==> src/rtl/uart_pkg.sv <==
`default_nettype none
// +----------------------------------------------------------------------+
// | uart_pkg : shared word width and FSM state encodings for uart_9n1    |
// | Revision : 1.0                                                       |
// +----------------------------------------------------------------------+
package uart_pkg;

  localparam int DATA_BITS = 9;

  // TX_/RX_ prefixes keep the two enums from colliding in one scope
  typedef enum logic [1:0] {
    TX_IDLE  = 2'd0,
    TX_START = 2'd1,
    TX_DATA  = 2'd2,
    TX_STOP  = 2'd3
  } tx_state_t;

  typedef enum logic [2:0] {
    RX_IDLE      = 3'd0,
    RX_START     = 3'd1,
    RX_DATA      = 3'd2,
    RX_STOP      = 3'd3,
    RX_WAIT_IDLE = 3'd4
  } rx_state_t;

endpackage
`default_nettype wire

==> src/rtl/uart_9n1_if.sv <==
`default_nettype none
// +----------------------------------------------------------------------+
// | uart_9n1_if : system-side and pin-side signals of the 9N1 UART       |
// | Revision    : 1.0                                                    |
// +----------------------------------------------------------------------+
interface uart_9n1_if;
  import uart_pkg::*;

  logic                 send;
  logic [DATA_BITS-1:0] data_tx;
  logic                 tx;
  logic                 ready;
  logic                 rx;
  logic [DATA_BITS-1:0] data_rx;
  logic                 done;
  logic                 framing_error;

  modport master (
    output send, data_tx, rx,
    input  tx, ready, data_rx, done, framing_error
  );

  modport slave (
    input  send, data_tx, rx,
    output tx, ready, data_rx, done, framing_error
  );

endinterface
`default_nettype wire

==> src/rtl/uart_rx.sv <==
`default_nettype none
// +----------------------------------------------------------------------+
// | uart_rx : 9N1 receiver with 2-flop synchronizer and mid-bit sampling |
// | Revision : 1.0                                                       |
// +----------------------------------------------------------------------+
module uart_rx
  import uart_pkg::*;
#(
  parameter int CLKS_PER_BIT = 217
) (
  input  wire logic                 clock,
  input  wire logic                 reset,
  input  wire logic                 i_rx,
  output logic [DATA_BITS-1:0]      o_data,
  output logic                      o_done,
  output logic                      o_framing_error
);

  localparam int            CW          = $clog2(CLKS_PER_BIT);
  localparam logic [CW-1:0] c_baud_last = CW'(CLKS_PER_BIT - 1);
  localparam logic [CW-1:0] c_half_last = CW'(CLKS_PER_BIT / 2 - 1);
  localparam logic [3:0]    c_last_bit  = 4'(DATA_BITS - 1);

  rx_state_t            r_state;
  rx_state_t            w_next;
  logic                 r_sync1;
  logic                 r_sync2;
  logic                 r_prev;
  logic [CW-1:0]        r_baud;
  logic [3:0]           r_bit;
  logic [DATA_BITS-1:0] r_shift;
  logic                 w_baud_end;
  logic                 w_half_end;

  assign w_baud_end = (r_baud == c_baud_last);
  assign w_half_end = (r_baud == c_half_last);

  always_ff @(posedge clock) begin
    if (reset) begin
      r_sync1         <= 1'b1;
      r_sync2         <= 1'b1;
      r_prev          <= 1'b1;
      r_state         <= RX_IDLE;
      r_baud          <= '0;
      r_bit           <= '0;
      r_shift         <= '0;
      o_data          <= '0;
      o_done          <= 1'b0;
      o_framing_error <= 1'b0;
    end else begin
      r_sync1         <= i_rx;
      r_sync2         <= r_sync1;
      r_prev          <= r_sync2;
      r_state         <= w_next;
      o_done          <= 1'b0;
      o_framing_error <= 1'b0;
      case (r_state)
        RX_START: r_baud <= w_half_end ? '0 : r_baud + 1'b1;
        RX_DATA: begin
          r_baud <= w_baud_end ? '0 : r_baud + 1'b1;
          if (w_baud_end) begin
            r_shift <= {r_sync2, r_shift[DATA_BITS-1:1]};
            r_bit   <= r_bit + 1'b1;
          end
        end
        RX_STOP: begin
          r_baud <= w_baud_end ? '0 : r_baud + 1'b1;
          if (w_baud_end) begin
            if (r_sync2) begin
              o_data <= r_shift;
              o_done <= 1'b1;
            end else begin
              o_framing_error <= 1'b1;
            end
          end
        end
        default: begin
          r_baud <= '0;
          r_bit  <= '0;
        end
      endcase
    end
  end

  always_comb begin
    w_next = r_state;
    case (r_state)
      RX_IDLE:  if (r_prev && !r_sync2) w_next = RX_START;
      RX_START: if (w_half_end) w_next = r_sync2 ? RX_IDLE : RX_DATA;
      RX_DATA:  if (w_baud_end && r_bit == c_last_bit) w_next = RX_STOP;
      RX_STOP:  if (w_baud_end) w_next = r_sync2 ? RX_IDLE : RX_WAIT_IDLE;
      // a stuck-low line must go high before another start edge counts
      RX_WAIT_IDLE: if (r_sync2) w_next = RX_IDLE;
      default:  w_next = RX_IDLE;
    endcase
  end

endmodule
`default_nettype wire

==> src/rtl/uart_tx.sv <==
`default_nettype none
// +----------------------------------------------------------------------+
// | uart_tx : 9N1 transmitter, parallel word to LSB-first serial line    |
// | Revision : 1.0                                                       |
// +----------------------------------------------------------------------+
module uart_tx
  import uart_pkg::*;
#(
  parameter int CLKS_PER_BIT = 217
) (
  input  wire logic                 clock,
  input  wire logic                 reset,
  input  wire logic                 i_send,
  input  wire logic [DATA_BITS-1:0] i_data,
  output logic                      o_tx,
  output logic                      o_ready
);

  localparam int            CW          = $clog2(CLKS_PER_BIT);
  localparam logic [CW-1:0] c_baud_last = CW'(CLKS_PER_BIT - 1);
  localparam logic [3:0]    c_last_bit  = 4'(DATA_BITS - 1);

  tx_state_t            r_state;
  tx_state_t            w_next;
  logic [CW-1:0]        r_baud;
  logic [3:0]           r_bit;
  logic [DATA_BITS-1:0] r_shift;
  logic                 w_baud_end;

  assign w_baud_end = (r_baud == c_baud_last);

  always_ff @(posedge clock) begin
    if (reset) begin
      r_state <= TX_IDLE;
      r_baud  <= '0;
      r_bit   <= '0;
      r_shift <= '0;
    end else begin
      r_state <= w_next;
      if (r_state == TX_IDLE) begin
        r_baud <= '0;
        r_bit  <= '0;
        if (i_send) r_shift <= i_data;
      end else begin
        r_baud <= w_baud_end ? '0 : r_baud + 1'b1;
        // shifter holds the word in flight, so later i_data changes are ignored
        if (r_state == TX_DATA && w_baud_end) begin
          r_shift <= r_shift >> 1;
          r_bit   <= r_bit + 1'b1;
        end
      end
    end
  end

  always_comb begin
    w_next  = r_state;
    o_tx    = 1'b1;
    o_ready = 1'b0;
    case (r_state)
      TX_IDLE: begin
        o_ready = 1'b1;
        if (i_send) w_next = TX_START;
      end
      TX_START: begin
        o_tx = 1'b0;
        if (w_baud_end) w_next = TX_DATA;
      end
      TX_DATA: begin
        o_tx = r_shift[0];
        if (w_baud_end && r_bit == c_last_bit) w_next = TX_STOP;
      end
      TX_STOP: begin
        if (w_baud_end) w_next = TX_IDLE;
      end
      default: w_next = TX_IDLE;
    endcase
  end

endmodule
`default_nettype wire

==> src/rtl/uart_9n1.sv <==
`default_nettype none
// +----------------------------------------------------------------------+
// | uart_9n1 : 9N1 UART top, independent TX and RX paths on one clock    |
// | Revision : 1.0                                                       |
// +----------------------------------------------------------------------+
module uart_9n1
  import uart_pkg::*;
#(
  parameter int CLKS_PER_BIT = 217
) (
  input  wire logic clock,
  input  wire logic reset,
  uart_9n1_if.slave bus
);

  uart_tx #(
    .CLKS_PER_BIT (CLKS_PER_BIT)
  ) u_tx (
    .clock   (clock),
    .reset   (reset),
    .i_send  (bus.send),
    .i_data  (bus.data_tx),
    .o_tx    (bus.tx),
    .o_ready (bus.ready)
  );

  uart_rx #(
    .CLKS_PER_BIT (CLKS_PER_BIT)
  ) u_rx (
    .clock           (clock),
    .reset           (reset),
    .i_rx            (bus.rx),
    .o_data          (bus.data_rx),
    .o_done          (bus.done),
    .o_framing_error (bus.framing_error)
  );

endmodule
`default_nettype wire

==> src/flat_wrapper.sv <==
// flat-port wrapper written by rule: the top's interface ports become plain ports
module uart_9n1_flat import uart_pkg::*;
#(
  parameter int CLKS_PER_BIT = 217
)
  (clock, reset, bus_send, bus_data_tx, bus_rx, bus_tx, bus_ready, bus_data_rx, bus_done, bus_framing_error);
  uart_9n1_if bus_i ();
  input  wire logic clock;
  input  wire logic reset;
  input wire logic [$bits(bus_i.send)-1:0] bus_send;
  input wire logic [$bits(bus_i.data_tx)-1:0] bus_data_tx;
  input wire logic [$bits(bus_i.rx)-1:0] bus_rx;
  output wire logic [$bits(bus_i.tx)-1:0] bus_tx;
  output wire logic [$bits(bus_i.ready)-1:0] bus_ready;
  output wire logic [$bits(bus_i.data_rx)-1:0] bus_data_rx;
  output wire logic [$bits(bus_i.done)-1:0] bus_done;
  output wire logic [$bits(bus_i.framing_error)-1:0] bus_framing_error;
  assign bus_i.send = bus_send;
  assign bus_i.data_tx = bus_data_tx;
  assign bus_i.rx = bus_rx;
  assign bus_tx = bus_i.tx;
  assign bus_ready = bus_i.ready;
  assign bus_data_rx = bus_i.data_rx;
  assign bus_done = bus_i.done;
  assign bus_framing_error = bus_i.framing_error;
  uart_9n1 #(.CLKS_PER_BIT(CLKS_PER_BIT)) u_core (.clock(clock), .reset(reset), .bus(bus_i));
endmodule
==> config.mk <==
export PLATFORM = sky130hd
export DESIGN_NAME = uart_9n1_flat
export DESIGN_NICKNAME = d
export VERILOG_FILES = /design/src/rtl/uart_pkg.sv /design/src/rtl/uart_9n1_if.sv /design/src/rtl/uart_rx.sv /design/src/rtl/uart_tx.sv /design/src/rtl/uart_9n1.sv /design/src/flat_wrapper.sv
export SDC_FILE = /design/constraint.sdc
export NUM_CORES = 1
export LEC_CHECK = 0
export BUFFER_PORTS_ARGS = -buffer_cell sky130_fd_sc_hd__buf_2
export CAP_MARGIN = 10
export CORE_MARGIN = 10
export CORE_UTILIZATION = 40
export CTS_BUF_LIST = sky130_fd_sc_hd__clkbuf_8
export DETAILED_ROUTE_END_ITERATION = 7
export GPL_TIMING_DRIVEN = 0
export SYNTH_ARGS = -nofsm -noshare
export SYNTH_HDL_FRONTEND = slang
export SYNTH_SLANG_ARGS = --single-unit
==> constraint.sdc <==
create_clock -name clock -period 1.8 [get_ports clock]
set_clock_uncertainty 0.15 [all_clocks]
set_input_delay 0.36 -clock clock [delete_from_list [all_inputs] [get_ports clock]]
set_output_delay 0.36 -clock clock [all_outputs]
set_load 0.01 [all_outputs]
==> results.json, run 1 <==
{
  "status": "complete, but fails checks",
  "failed_checks": "negative setup slack",
  "die_w_um": 105,
  "cp_max_fo": 3,
  "maxSlewViolCount": 0,
  "drive_gt1_share_pct": 30.8,
  "first_iter_violations": 70,
  "grt_usage_pct": 11.1,
  "r2r-start": "u_core.u_tx.r_state[0]",
  "critPathCaptureType": "flip-flop",
  "globalplace.congestion": 0.838,
  "tightestPinTransition_ns": 0.550,
  "grt_pass1_wl_um": 10300,
  "die_area_mm2": 0.0111,
  "stdcell_count": 464,
  "ys.flop_type": "dfxtp_1",
  "cts-root-buf": "clkbuf_8",
  "wl_per_cell_um": 13.2,
  "antenna_left": 0,
  "num-fill-cells": 669,
  "routed_wl_um": 6140,
  "cts_max_level": 3,
  "worst_slack_ns": -0.0302,
  "vias": 2334,
  "async_flop_share_pct": 0,
  "path_class": "flip-flop to flip-flop",
  "ys_types": 48,
  "power.static_leakage_uw": 0.00154,
  "clkTransAtPathRegs_ns": 0.06,
  "cp-start-kind": "flip-flop",
  "antenna_found_initial": 1,
  "holdPathEnd": "u_core.u_rx.r_sync1",
  "fin_crit_sh_pct": 102,
  "r2r_end": "u_core.u_tx.r_state[0]",
  "synth_edf_count": 0,
  "synth_warnings": 0,
  "vdd_drop_max_mv": 0.321,
  "synth_top_cell_by_area": "dfxtp_1",
  "place_hpwl_um": 4010,
  "slew_headroom_pct": 63.3,
  "cts_tree": "yes",
  "setup_viol": 12,
  "required_ns": 1.88,
  "grt-ovfl-total": 0,
  "synth_nets": 338,
  "ys_ff_latch": 61,
  "dieHeight_um": 105,
  "hold_depth": 2,
  "initial_core_util_pct": 40.5,
  "worstHoldStart": "bus_rx",
  "fin_tns_setup_ns": -0.184,
  "yosysSeqAreaShare_pct": 42.0,
  "grt_pass1_vias": 2352,
  "r2r_setup_slack_ns": -0.03,
  "port_buffers": 24,
  "synth.top_cells.by_area": "dfxtp_1 42%, mux2i_1 11%, ha_1 5.6%",
  "power.density_mw_per_mm2": 971,
  "cts.sinks": 61,
  "rows": 31,
  "fin_nets": 386,
  "clockBufferDepth": 2,
  "boundaryPins": 26,
  "clk_latency_ns": 0.34,
  "ff2ff_path_depth": 6,
  "grt_max_degree": 11,
  "min_path_type": "primary input to flip-flop",
  "syn_avg_cell_area_um2": 9.31,
  "via_per_inst": 5.03,
  "drv_cap": 0,
  "dp.cells": 435,
  "numCtsBuffers": 9,
  "rsz0062_at_grt": "true",
  "synthCells": 312,
  "drc_errors": 0,
  "synth_top_area_share_pct": 42.0,
  "syn_to_final_growth_pct": 25.8,
  "first_pass_iters": 4,
  "min_period_ns": 1.83,
  "arrival_ns": 1.91,
  "finalHoldViolations": 0,
  "fmax_mhz": 546,
  "core_area_mm2": 0.00718,
  "mappedNetlistArea_mm2": 0.00291
}
repair_timing:
| action | 4_1_cts | 5_1_grt |
|---|---|---|
| cloned | 1 | 1 |
| setup endpoints to repair | 40 | 45 |
| pin swaps | 5 | 10 |
| endpoints found under the hold margin | 0 | 0 |
| buffers inserted | 9 | 3 |
| hold buffers | 0 | 0 |
| resized for setup | 26 | 45 |
critical path: stages (launching register included):
cell and delay [ns]:
dfxtp_2 0.34, buf_6 0.13, ha_4 0.16, nor3_4 0.23, a21oi_4 0.06, or4_4 0.52
o211a_1 0.14
sequential cells by signal, summed over array words and instances, names as in the netlist, 2 cells and up:
| register | cells |
|---|---|
| u_core.u_rx.o_data | 9 |
| u_core.u_rx.r_shift | 9 |
| u_core.u_tx.r_shift | 9 |
| u_core.u_rx.r_baud | 8 |
| u_core.u_tx.r_baud | 8 |
| u_core.u_rx.r_bit | 4 |
| u_core.u_tx.r_bit | 4 |
| u_core.u_rx.r_state | 3 |
| u_core.u_tx.r_state | 2 |
worst max path at each step:
stage                                start  slack [ns]  depth (start not counted)                     end
floorplan           u_core.u_tx.r_state[0]       0.001                          7  u_core.u_tx.r_state[0]
global placement     u_core.u_rx.r_baud[0]       -0.14                          6   u_core.u_rx.r_baud[3]
detailed placement   u_core.u_rx.r_baud[0]       -0.15                          6   u_core.u_rx.r_baud[2]
CTS                  u_core.u_rx.r_baud[1]       -0.06                          7  u_core.u_rx.r_shift[8]
global route         u_core.u_rx.r_baud[0]       -0.12                          7  u_core.u_rx.r_shift[8]
finish              u_core.u_tx.r_state[0]       -0.03                          6  u_core.u_tx.r_state[0]
metrics by stage:
step | util, % | setup WS (ns) | total power, µW | hold WS (ns) | area (µm²)
after floorplan | - | 0.000967 | 2070 | 0.239 | 2910
after global placement | 44.0 | -0.138 | 2250 | 0.246 | 3150
after detailed placement | 44.0 | -0.150 | 2260 | 0.249 | 3150
after CTS | 48.6 | -0.0556 | 3410 | 0.0421 | 3490
after global routing | 50.9 | -0.122 | 3760 | 0.0647 | 3650
final | 51.0 | -0.0302 | 3550 | 0.0573 | 3660
where the power goes:
part / internal, µW / leakage, µW / switching (µW)
Combinational: 434 / 0.000956 / 503
Sequential: 1470 / 0.000499 / 102
Clock: 518 / 0.0000877 / 519
area by class of cell:
type	instances	area (µm²)	share of cell area (%)
Multi-Input combinational cell	219	1740	47.5
Sequential cell	61	1240	33.8
Timing Repair Buffer	38	233	6.37
Clock buffer	10	138	3.76
Tap cell	99	124	3.39
Buffer	15	91.3	2.50
Inverter	16	67.6	1.85
Clock inverter	5	27.5	0.753
Antenna cell	1	2.50	0.0684
routing by layer:
metal	share of wire [%]	track usage [%]
met1	46	12.4
met2	46	17.9
met3	5.7	4.08
met4	2.5	6.27
met5	0	0
cell usage in the layout (no fill, tap or decap), drive strengths merged, types with 5 or more instances in the layout:
master,instances
a21oi,14
nand2,10
mux2i,31
dfxtp,61
o21ai,14
nand3,13
and3,5
mux2,7
buf,45
xor2,10
nor2,43
inv,16
xnor2,5
ha,13
nor3,9
clkbuf,18
Yosys cell counts (2+ instances only):
master and instances:
inv_1 16, nand4_1 3, dfxtp_1 61, nor2_1 43, ha_1 13, or2_2 3, and4b_1 2, mux2_2 7
clkbuf_1 10, nand2b_1 4, xor2_1 10, a21oi_1 14, nand4b_1 2, xnor2_1 5, or4_1 4, nor3_1 9
buf_2 4, o21ai_0 13, and3_1 5, nand2_1 10, nor4_1 2, and4bb_1 2, a211oi_1 3, nand3_1 13
mux2i_1 31
cells by family (layout without fill, tap and decap cells):
| family | Yosys count | count (layout) | synth area share, % |
|---|---|---|---|
| compound gates | 43 | 43 | 9.43 |
| xor+xnor | 15 | 15 | 4.52 |
| mux | 38 | 38 | 13.4 |
| buf+inv | 32 | 84 | 4.69 |
| other cells | 0 | 1 | 0 |
| simple gates | 110 | 110 | 20.3 |
| fa+ha+maj | 13 | 13 | 5.60 |
| flops | 61 | 61 | 42.0 |
(Power assumes the default switching activity.)
==> run 2, diff against run 1 <==
--- a/config.mk
+++ b/config.mk
@@ -12,6 +12,7 @@
 export CTS_BUF_LIST = sky130_fd_sc_hd__clkbuf_8
 export DETAILED_ROUTE_END_ITERATION = 7
 export GPL_TIMING_DRIVEN = 0
+export SETUP_SLACK_MARGIN = 0.3
 export SYNTH_ARGS = -nofsm -noshare
 export SYNTH_HDL_FRONTEND = slang
 export SYNTH_SLANG_ARGS = --single-unit
==> run 2 against run 1 <==
Against the previous run: die area unchanged; setup slack got worse by 0.014 ns; the run still ends with negative setup slack left; highest routed layer unchanged; maximum frequency shrank 0.77%.
==> results.json, run 2 (synthesized netlist as in run 1, its figures left out) <==
{
  "cts_tree": "yes",
  "arrival_ns": 1.89,
  "initial_core_util_pct": 40.5,
  "via_per_inst": 4.96,
  "worstHoldStart": "bus_rx",
  "grt_usage_pct": 11.6,
  "drc_errors": 0,
  "grt_max_degree": 11,
  "stdcell_count": 478,
  "place_hpwl_um": 4080,
  "die_w_um": 105,
  "busiest_layer": "met2",
  "clkTransAtPathRegs_ns": 0.07,
  "grt_pass1_vias": 2317,
  "wl_per_cell_um": 13.5,
  "fmax_mhz": 542,
  "min_period_ns": 1.84,
  "diodes": 0,
  "syn_to_final_growth_pct": 39.7,
  "fin_nets": 401,
  "cp_max_fo": 5,
  "cts-root-buf": "clkbuf_8",
  "routed_wl_um": 6470,
  "core_area_mm2": 0.00718,
  "vdd_drop_max_mv": 0.324,
  "layout_commonest_cell": "dfxtp_1",
  "failed_checks": "negative setup slack",
  "cp-start-kind": "flip-flop",
  "status": "complete, but fails checks",
  "reg.largest.list": "u_core.u_rx.o_data: 9 flops, u_core.u_rx.r_shift: 9 flops, u_core.u_tx.r_shift: 9 flops",
  "grt-ovfl-total": 0,
  "path_class": "flip-flop to flip-flop",
  "r2r_end": "u_core.u_rx.r_shift[5]",
  "power.static_leakage_uw": 0.00170,
  "final_util_pct": 56.5,
  "drv_cap": 0,
  "r2r-start": "u_core.u_rx.r_baud[0]",
  "r2r_setup_slack_ns": -0.04,
  "required_ns": 1.85,
  "fin_crit_sh_pct": 102,
  "numCtsBuffers": 9,
  "cts.sinks": 61,
  "hold_depth": 2,
  "dpl_worst_slack_ns": -0.0688,
  "port_buffers": 24,
  "rows": 31,
  "first_iter_violations": 81,
  "clockBufferDepth": 2,
  "met2_usage_pct": 18.9,
  "globalplace.congestion": 0.764,
  "holdPathEnd": "u_core.u_rx.r_sync1",
  "antenna_left": 0,
  "slew_headroom_pct": 60.5,
  "power.density_mw_per_mm2": 986,
  "mostFrequentLayoutCells": "50 x dfxtp_1, 36 x nor2_1, 30 x mux2i_1, 25 x buf_2, 17 x buf_4",
  "cts_hold_buf": 0,
  "worst_slack_ns": -0.0444,
  "vias": 2371,
  "first_pass_iters": 4,
  "antenna_found_initial": 0,
  "ff2ff_path_depth": 7,
  "finalHoldViolations": 0,
  "tightestPinTransition_ns": 0.593,
  "die_area_mm2": 0.0111,
  "dieHeight_um": 105,
  "num-fill-cells": 621,
  "rsz0062_at_grt": "true",
  "cts_max_level": 3,
  "min_path_type": "primary input to flip-flop",
  "grt_util_met3_pct": 2.98,
  "boundaryPins": 26,
  "gr-usage-met1_pct": 13.8,
  "clk_latency_ns": 0.32,
  "drive_gt1_share_pct": 40.6,
  "dp.cells": 435,
  "setup_viol": 9,
  "grt_pass1_wl_um": 10700,
  "fin_tns_setup_ns": -0.298,
  "maxSlewViolCount": 0,
  "critPathCaptureType": "flip-flop"
}
==> run 2: cell count changes in the layout (fill, tap and decap cells not counted), sizes merged <==
cell      delta
bufinv       +2
buf         +15
clkinv       -1
clkinvlp     -1
diode        -1
==> run 2: metrics by stage <==
step / hold WS, ns / cell area, µm² / power [µW]
finish: 0.100 / 4060 / 4000
global route: 0.0811 / 4060 / 4220
CTS: 0.0809 / 3910 / 3940
detailed placement: 0.243 / 3270 / 2360
global placement: 0.242 / 3270 / 2330
floorplan: 0.239 / 3020 / 2160
==> run 2: report_power, final <==
part           switching, µW  internal, µW  total (µW)  leakage, µW
Combinational            580           558        1140      0.00109
Clock                    501           802        1300     0.000112
Sequential              88.2          1470        1560     0.000501
Total                   1170          2830        4000      0.00170
==> run 2: how the worst max path moves through the flow <==
stage | startpoint | to | slack (ns) | depth (start not counted)
after global routing | u_core.u_rx.r_baud[0] | u_core.u_rx.r_shift[7] | -0.12 | 7
after floorplan | u_core.u_rx.r_baud[1] | u_core.u_rx.r_shift[8] | 0.04 | 7
final | u_core.u_rx.r_baud[0] | u_core.u_rx.r_shift[5] | -0.04 | 7
after CTS | u_core.u_rx.r_baud[0] | u_core.u_rx.r_shift[5] | -0.04 | 7
after global placement | u_core.u_rx.r_baud[0] | u_core.u_rx.r_baud[6] | -0.08 | 5
after detailed placement | u_core.u_rx.r_baud[0] | u_core.u_rx.r_baud[2] | -0.07 | 5
==> run 2: worst max-delay path, stage by stage (launching register included) <==
cell and delay (ns):
dfxtp_4 0.35, inv_4 0.05, ha_4 0.13, nand4b_4 0.12, or4_4 0.55, buf_8 0.17
mux2i_1 0.14, nor2_1 0.06
==> run 2: routing by layer <==
| metal | part of all wire, % | wire length, µm |
|---|---|---|
| met3 | 4.5 | 289 |
| met1 | 46 | 2970 |
| met2 | 48 | 3100 |
| met5 | 0 | 0 |
| met4 | 1.7 | 107 |
==> run 2: what timing repair did <==
item,in CTS,in global routing
gates cloned,3,0
pin swaps,27,16
gates resized for setup,53,35
setup endpoints to repair,56,59
hold endpoints to repair,0,0
buffers inserted,22,3
==> run 2: area by class of cell <==
cell class              instances  area, µm²  share of cell area [%]
repair buffers                 52        410                    10.1
inverters                      16       67.6                    1.67
flip-flops and latches         61       1240                    30.6
clock buffers                  10        138                    3.39
well taps                      99        124                    3.05
plain buffers                  16        130                    3.21
multi-input cells             219       1870                    46.1
clock inverters                 5       75.1                    1.85
==> run 3, diff against run 2 <==
--- a/config.mk
+++ b/config.mk
@@ -7,11 +7,14 @@
 export LEC_CHECK = 0
 export BUFFER_PORTS_ARGS = -buffer_cell sky130_fd_sc_hd__buf_2
 export CAP_MARGIN = 10
+export CELL_PAD_IN_SITES_DETAIL_PLACEMENT = 1
+export CELL_PAD_IN_SITES_GLOBAL_PLACEMENT = 1
 export CORE_MARGIN = 10
 export CORE_UTILIZATION = 40
 export CTS_BUF_LIST = sky130_fd_sc_hd__clkbuf_8
 export DETAILED_ROUTE_END_ITERATION = 7
 export GPL_TIMING_DRIVEN = 0
+export PLACE_DENSITY_LB_ADDON = 0.1
 export SETUP_SLACK_MARGIN = 0.3
 export SYNTH_ARGS = -nofsm -noshare
 export SYNTH_HDL_FRONTEND = slang
==> run 3 against run 2 <==
Against the previous run: the flow still finishes with violations (negative setup slack); global-route usage up 2.1 points; setup slack worse by 0.026 ns; largest power group unchanged; register-to-register slack worse by 0.03 ns; flip-flop and latch count unchanged; highest routed layer unchanged; critical path depth down 2; routed wire length up 21%; utilization up 1.4 points.
==> results.json, run 3 (synthesized netlist as in run 1, its figures left out) <==
{
  "rows": 31,
  "maxSlewViolCount": 0,
  "slew_headroom_pct": 61.2,
  "tightestPinTransition_ns": 0.581,
  "grt_usage_pct": 13.6,
  "arrival_ns": 1.94,
  "vdd_drop_max_mv": 0.410,
  "ff2ff_path_depth": 5,
  "min_path_type": "primary input to flip-flop",
  "fin_tns_setup_ns": -0.632,
  "clk_latency_ns": 0.35,
  "port_buffers": 24,
  "clkTransAtPathRegs_ns": 0.07,
  "rsz0062_at_grt": "true",
  "routed_wl_um": 7800,
  "slowest_stage": "or4_4",
  "r2r_setup_slack_ns": -0.07,
  "cts-root-buf": "clkbuf_8",
  "worstSetupEndpoint": "u_core.u_rx.r_shift[6]",
  "drc_errors": 0,
  "numCtsBuffers": 9,
  "p_total_uw": 4280,
  "fin_crit_sh_pct": 104,
  "path_class": "flip-flop to flip-flop",
  "r2r-start": "u_core.u_rx.r_baud[3]",
  "diodes": 0,
  "clockBufferDepth": 2,
  "die_w_um": 105,
  "cts_hold_buf": 0,
  "drive_gt1_share_pct": 40.8,
  "grt-ovfl-total": 0,
  "grt_pass1_wl_um": 12400,
  "worst_slack_ns": -0.0705,
  "boundaryPins": 26,
  "critPathMaxStageDelay_ns": 0.60,
  "path_depth": 5,
  "wl_per_cell_um": 16.0,
  "status": "complete, but fails checks",
  "place_hpwl_um": 4560,
  "antenna_found_initial": 0,
  "power.density_mw_per_mm2": 1030,
  "vias": 2475,
  "globalplace.congestion": 0.783,
  "grt_max_degree": 13,
  "via_per_inst": 5.09,
  "cts_max_level": 3,
  "cp_max_fo": 5,
  "cpLargestDelayFamily": "simple AND/OR/NAND/NOR gates",
  "power.static_leakage_uw": 0.00174,
  "cts.sinks": 61,
  "drv_cap": 0,
  "final_util_pct": 57.9,
  "path_cells": "nand3b_4 > or4_4 > buf_16 > mux2i_1 > nor2_1",
  "first_pass_iters": 4,
  "first_iter_violations": 73,
  "dieHeight_um": 105,
  "finalHoldViolations": 0,
  "grt_pass1_vias": 2591,
  "critPathLaunch": "u_core.u_rx.r_baud[3]",
  "core_area_mm2": 0.00718,
  "setup_viol": 15,
  "failed_checks": "negative setup slack",
  "cts_tree": "yes",
  "critPathCaptureType": "flip-flop",
  "placed_cell_area_mm2": 0.00327,
  "initial_core_util_pct": 40.5,
  "r2r_end": "u_core.u_rx.r_shift[6]",
  "fmax_mhz": 535,
  "timing.critical_path.buf_inv": 1,
  "fin_nets": 408,
  "min_period_ns": 1.87,
  "mostFrequentLayoutCells": "52 x dfxtp_1, 36 x nor2_1, 31 x mux2i_1, 23 x buf_2, 20 x buf_4",
  "antenna_left": 0,
  "cp-start-kind": "flip-flop",
  "required_ns": 1.87,
  "die_area_mm2": 0.0111,
  "layout_commonest_cell": "dfxtp_1",
  "syn_to_final_growth_pct": 43.1,
  "reg.largest.list": "u_core.u_rx.o_data: 9 flops, u_core.u_rx.r_shift: 9 flops, u_core.u_tx.r_shift: 9 flops",
  "final_cell_area_mm2": 0.00416
}
==> run 3: worst reg2reg max path: stages (launching register included) <==
cell	delay, ns
dfxtp_1	0.45
nand3b_4	0.18
or4_4	0.60
buf_16	0.16
mux2i_1	0.15
nor2_1	0.06
==> run 3: worst min path at each step <==
stage                              startpoint             endpoint  slack [ns]  cells after the start
after global routing                   bus_rx  u_core.u_rx.r_sync1        0.04                      2
final                                  bus_rx  u_core.u_rx.r_sync1        0.05                      2
after CTS                              bus_rx  u_core.u_rx.r_sync1        0.04                      2
after global placement    u_core.u_rx.r_sync1  u_core.u_rx.r_sync2        0.25                      1
after detailed placement  u_core.u_rx.r_sync1  u_core.u_rx.r_sync2        0.25                      1
after floorplan           u_core.u_rx.r_sync1  u_core.u_rx.r_sync2        0.24                      1
==> run 3: per-layer routing <==
metal  track usage [%]  up-vias  part of all wire [%]  wire, µm
li1                  -     1234                     -         -
met1              15.5     1205                    43      3390
met2              23.4       26                    52      4070
met3              3.78       10                   2.9       226
met4              5.88        0                   1.6       121
met5                 0        -                     0         0
==> run 3: layout make-up <==
class / count / area (µm²)
tap: 99 / 124
multi-input combinational: 219 / 1870
clock buffer: 9 / 124
buffer: 16 / 156
timing repair buffer: 59 / 503
fill: 795 / 3020
clock inverter: 7 / 76.3
sequential: 61 / 1240
inverter: 16 / 67.6
==> run 3: what timing repair did <==
item,4_1_cts,5_1_grt
hold endpoints to repair,0,0
setup endpoints to repair,56,56
gates resized for setup,66,27
gates cloned,3,1
pin swaps,20,27
buffers inserted,21,10
==> run 3: power breakdown <==
part           leakage [µW]  internal, µW  switching (µW)
Clock             0.0000954           642             584
Sequential         0.000500          1470            98.2
Combinational       0.00114           794             685
Total               0.00174          2910            1370
==> run 3: through the flow <==
step                      instances  setup slack, ns  hold WS, ns
after floorplan                 312           0.0372        0.239
after global placement          435           -0.111        0.245
after detailed placement        435           -0.126        0.250
after CTS                       475          -0.0582       0.0417
after global routing            486           -0.149       0.0441
final                           486          -0.0705       0.0509
